<file path="config.mk">
export PLATFORM = sky130hd
export DESIGN_NAME = led_pattern_ctrl
export DESIGN_NICKNAME = d
export VERILOG_FILES = /design/src/rtl/led_pattern_ctrl.sv
export SDC_FILE = /design/constraint.sdc
export NUM_CORES = 1
export LEC_CHECK = 0
export ABC_AREA = 1
export BUFFER_PORTS_ARGS = -buffer_cell sky130_fd_sc_hd__buf_2
export CAP_MARGIN = 30
export CELL_PAD_IN_SITES_DETAIL_PLACEMENT = 1
export CELL_PAD_IN_SITES_GLOBAL_PLACEMENT = 2
export CORE_ASPECT_RATIO = 0.9
export CORE_UTILIZATION = 38
export CTS_BUF_LIST = sky130_fd_sc_hd__clkbuf_4 sky130_fd_sc_hd__clkbuf_8
export DETAILED_ROUTE_END_ITERATION = 7
export GPL_TIMING_DRIVEN = 0
export PLACE_DENSITY_LB_ADDON = 0.1
export SLEW_MARGIN = 25
export SYNTH_ARGS = -nofsm -noshare
export SYNTH_HDL_FRONTEND = slang
export SYNTH_SLANG_ARGS = --single-unit
</file>
<file path="constraint.sdc">
create_clock -name clk -period 5.09 [get_ports clk]
set_input_delay 0.2545 -clock clk [delete_from_list [all_inputs] [get_ports clk]]
set_output_delay 0.2545 -clock clk [all_outputs]
set_load 0.03 [all_outputs]
</file>
<file path="src/rtl/led_pattern_ctrl.sv">
// led_pattern_ctrl: Avalon-MM slave that sequences LED patterns onto an Avalon-MM PIO master port
// Ports: clk; reset_n (async, active-low);
//        slave  address[1:0], chipselect, write_n, writedata[25:0], readdata[25:0] (combinational);
//        master led_address[1:0] (const 0), led_chipselect, led_write_n, led_writedata[25:0].
// Registers: 0 PAT_A, 1 PAT_B, 2 PERIOD (ticks), 3 CTRL {BUSY, CUR_SEL, MODE, EN}.
// Option: define LED_ROTATE_EN to store CTRL.MODE; MODE=1 rotates PAT_A left by one bit per advance.
module led_pattern_ctrl #(
    parameter int PRESCALE = 50000
) (
    input  logic        clk,
    input  logic        reset_n,
    input  logic [1:0]  address,
    input  logic        chipselect,
    input  logic        write_n,
    input  logic [25:0] writedata,
    output logic [25:0] readdata,
    output logic [1:0]  led_address,
    output logic        led_chipselect,
    output logic        led_write_n,
    output logic [25:0] led_writedata
);
    localparam int PW = PRESCALE > 1 ? $clog2(PRESCALE) : 1;
    localparam logic [PW-1:0] PS_MAX = PW'(PRESCALE - 1);

    typedef enum logic [2:0] {IDLE, LOAD, COUNT, WRITE, STOP} state_t;

    state_t        state;
    logic [25:0]   pat_a;
    logic [25:0]   pat_b;
    logic [23:0]   period;
    logic [23:0]   pcnt;
    logic [PW-1:0] presc;
    logic          en;
    logic          mode;
    logic          cur_sel;
    logic          wr;
    logic          period_wr;
    logic          tick;
    logic          terminal;
    logic          run;
    logic [25:0]   next_pat;

    assign wr          = chipselect && !write_n;
    assign period_wr   = wr && address == 2'd2;
    assign tick        = presc == PS_MAX;
    // PERIOD=0 behaves as PERIOD=1: every tick is terminal
    assign terminal    = tick && (period == 24'd0 || pcnt == period - 24'd1);
    // a PERIOD write restarts the count, so it also suppresses a coincident terminal
    assign run         = state == COUNT && en && !period_wr;
    assign led_address = 2'd0;

    always_comb
        readdata = address == 2'd0 ? pat_a :
                   address == 2'd1 ? pat_b :
                   address == 2'd2 ? {2'b0, period} :
                                     {22'b0, state != IDLE, cur_sel, mode, en};

    always_ff @(posedge clk or negedge reset_n)
        if (!reset_n) begin
            pat_a  <= '0;
            pat_b  <= '0;
            period <= '0;
            en     <= 1'b0;
        end else if (wr) begin
            if (address == 2'd0) pat_a <= writedata;
            if (address == 2'd1) pat_b <= writedata;
            if (address == 2'd2) period <= writedata[23:0];
            if (address == 2'd3) en <= writedata[0];
        end

`ifdef LED_ROTATE_EN
    logic [25:0] cur_pat;

    always_ff @(posedge clk or negedge reset_n)
        if (!reset_n)
            mode <= 1'b0;
        else if (wr && address == 2'd3)
            mode <= writedata[1];

    always_ff @(posedge clk or negedge reset_n)
        if (!reset_n)
            cur_pat <= '0;
        else if (state == LOAD)
            cur_pat <= pat_a;
        else if (run && terminal)
            cur_pat <= next_pat;

    assign next_pat = mode ? {cur_pat[24:0], cur_pat[25]} : cur_sel ? pat_a : pat_b;
`else
    assign mode     = 1'b0;
    assign next_pat = cur_sel ? pat_a : pat_b;
`endif

    always_ff @(posedge clk or negedge reset_n)
        if (!reset_n) begin
            state          <= IDLE;
            presc          <= '0;
            pcnt           <= '0;
            cur_sel        <= 1'b0;
            led_chipselect <= 1'b0;
            led_write_n    <= 1'b1;
            led_writedata  <= '0;
        end else begin
            presc          <= run && !tick ? presc + PW'(1) : '0;
            pcnt           <= run && tick && !terminal ? pcnt + 24'd1 : run && !tick ? pcnt : '0;
            led_chipselect <= 1'b0;
            led_write_n    <= 1'b1;
            case (state)
                IDLE: if (en) state <= LOAD;
                LOAD: begin
                    state          <= WRITE;
                    cur_sel        <= 1'b0;
                    led_chipselect <= 1'b1;
                    led_write_n    <= 1'b0;
                    led_writedata  <= pat_a;
                end
                WRITE: begin
                    state <= en ? COUNT : STOP;
                    if (!en) begin
                        led_chipselect <= 1'b1;
                        led_write_n    <= 1'b0;
                        led_writedata  <= '0;
                    end
                end
                COUNT:
                    if (!en) begin
                        state          <= STOP;
                        led_chipselect <= 1'b1;
                        led_write_n    <= 1'b0;
                        led_writedata  <= '0;
                    end else if (run && terminal) begin
                        state          <= WRITE;
                        cur_sel        <= !mode && !cur_sel;
                        led_chipselect <= 1'b1;
                        led_write_n    <= 1'b0;
                        led_writedata  <= next_pat;
                    end
                STOP: state <= IDLE;
                default: state <= IDLE;
            endcase
        end
endmodule

</file>
==> impl_metrics.toml <==
[worst_setup_path]
worstSetupStartpointType = "flop"
crit_type = "reg -> reg"
r2r_cells = 10
path_max_fanout = 10
r2r-start = "state[2]"
cp_slowest_stage_delay_ps = 420
slowest_stage = "a21oi_1"
end_kind = "flop"
r2r_slack_ps = 2090
worstPathRequired_ps = 5480
cp.arrival_ps = 3390
path_cells = "nor2_2, inv_2, nor2_1, nand2_1, a21oi_1, nand2_1, inv_1, buf_2, o21ai_0, a21oi_1"
r2r-end = "presc[14]"

[floorplanning]
dieHeight_um = 145
core_area_mm2 = 0.0220
pin_count = 88
die_w_um = 161
dieArea_mm2 = 0.0233
placementRows = 51
initial_core_util = 0.393

[yosys]
yosysWarnings = 0
synth_seq_cells = 149
synth_area_per_cell_um2 = 7.49
synth_area_leaders = "dfrtp_1, nand2_1, inv_1"
ys_types = 43
synth.top_cell.area_share = 0.430
ys_async_sr_fraction = 1.00
netlist_area_mm2 = 0.00862
synthTopCellsByCount = "nand2_1, dfrtp_1, inv_1"
syn_inst = 1151
yosysTopAreaCell = "dfrtp_1"
synth_edf_count = 0
synth_most_common_cell = "nand2_1"
synth_ff_type = "dfrtp_1"
ys_seq_area_frac = 0.433

[detailed_routing]
drt_iter0_drc = 504
vias_per_cell = 5.17
drc_errors = 0
detailroute.via_count = 8080
final_antenna_net_count = 0
wl_per_cell_um = 18.8
routed_wl_mm = 29.3
firstDrtPassIters = 5

[worst_hold_path]
holdPathStages = 3
holdCritStartpoint = "writedata[24]"
hp-class = "in -> reg"
min_to = "pat_b[24]"

[timing]
skew_ps = 19.9
setup_tns_ps = 0
tightest_slew_ps = 939
slew_viol_final = 0
max_freq_mhz = 333
fin_ws_ps = 2090
hold_viol_final = 0
rsz0062_at_grt = "false"
finalCriticalPeriod_ps = 3000
period_share = 0.590
finalSetupViolCount = 0
maxSlewHeadroom = 0.372

[grt]
grt_max_degree = 60
first_global_vias = 8147
antenna_found_initial = 0
grt_overflow = 0
grt_pass1_wl_mm = 46.2
grt_usage = 0.262

[final_layout]
drive_gt1_frac = 0.137
post_layout_nonfiller_instances = 1563
diodes = 0
nNetsFinal = 1294
area_growth_pct = 14.5

[pwr]
worst_ir_drop_vdd_mv = 0.220
power_density_mw_per_mm2 = 425
leakagePower_nw = 4.84
finalPower_mw = 4.20

[run]
cap_violations = 0

[clock_tree]
clk_path_buf_depth = 2
cts_tree = "built"
cts_inserted_buffers = 17
postCtsSetupBuffers = 0
path_clk_slew_ps = 110
clock-sinks = 149
h-tree-depth = 4
clockRootBuffer = "clkbuf_8"
insertion_delay_ps = 470

[place]
dp_hpwl_mm = 22.8
io_buffers = 85
gp_congestion = 0.838
place_inst = 1530
place_ws_ps = 2090

[outcome]
outcome = "completed"
## layout make-up
cell class | count | area [µm²]
Fill cell | 2813 | 12100
Multi-Input combinational cell | 818 | 4150
Sequential cell | 149 | 3730
Inverter | 141 | 529
Timing Repair Buffer | 88 | 500
Tap cell | 291 | 364
Clock buffer | 18 | 248
Buffer | 44 | 218
Clock inverter | 14 | 134
## per-stage QoR
stage / cell area [µm²] / hold slack (ps) / utilization
after floorplan: 8620 / -41.1 / -
after global placement: 9410 / 454 / 0.429
after detailed placement: 9480 / 174 / 0.432
after CTS: 9870 / 12.2 / 0.450
after global routing: 9870 / 46.0 / 0.450
final: 9870 / 39.4 / 0.450
## layout by cell type, fill, tap and decap left out, drive strengths merged, types with 13 or more instances in the layout
cell type	instances
xor2	24
o22ai	33
nand3	69
nor3	14
nand2	355
nor2	106
buf	101
o221ai	13
clkbuf	48
dfrtp	148
a21oi	24
inv	150
o21ai	100
xnor2	14
mux2i	26
## where the power goes
group          switching [mW]  internal [mW]  leakage [nW]
clock network           0.562          0.375         0.198
registers               0.183           1.40          1.94
logic                    1.14          0.534          2.70
total                    1.89           2.31          4.84
## worst max-delay path by stage
stage                         start               end  slack (ps)  cells after the start
after floorplan           period[0]  led_writedata[0]        2910                     16
after global placement      reset_n          presc[6]        1370                      1
after detailed placement   state[2]         presc[14]        2090                     10
after CTS                  state[2]         presc[14]        2050                     10
after global routing       state[2]         presc[14]        1820                     10
final                      state[2]         presc[14]        2090                     10
## flip-flops by register name, indices dropped and copies added, names as in the netlist
register	count
cur_sel	1
en	1
led_chipselect	1
led_write_n	1
led_writedata	26
pat_a	26
pat_b	26
pcnt	24
period	24
presc	16
state	3
## timing repair
| action | in CTS | in global routing |
|---|---|---|
| gates resized for setup | 0 | 0 |
| hold endpoints to repair | 41 | 0 |
| hold buffers | 1 | 0 |
| setup endpoints to repair | 0 | 0 |
## metal layers
metal / GRT usage / part of all wire
met1: 0.388 / 0.51
met2: 0.409 / 0.44
met3: 0.0348 / 0.036
met4: 0.0551 / 0.0086
met5: 0 / 0
## worst max-delay path, delay by kind of cell (launching register included)
family | cells | cell delay [ps]
buffers and inverters | 3 | 770
flip-flops | 1 | 400
AND/OR/NAND/NOR | 4 | 1060
AO/OA/AOI/OAI | 3 | 680
## cell families after synthesis
| family | Yosys count | synth area share |
|---|---|---|
| xor gates and xnor gates | 39 | 0.0414 |
| adders and majority gates | 3 | 0.00435 |
| and+or+nand+nor | 565 | 0.283 |
| AOI/OAI and AO/OA | 183 | 0.121 |
| other | 1 | 0.000435 |
| DFF | 149 | 0.433 |
| muxes | 26 | 0.0302 |
| buffers and inverters | 185 | 0.0866 |
(Power assumes the default switching activity.)
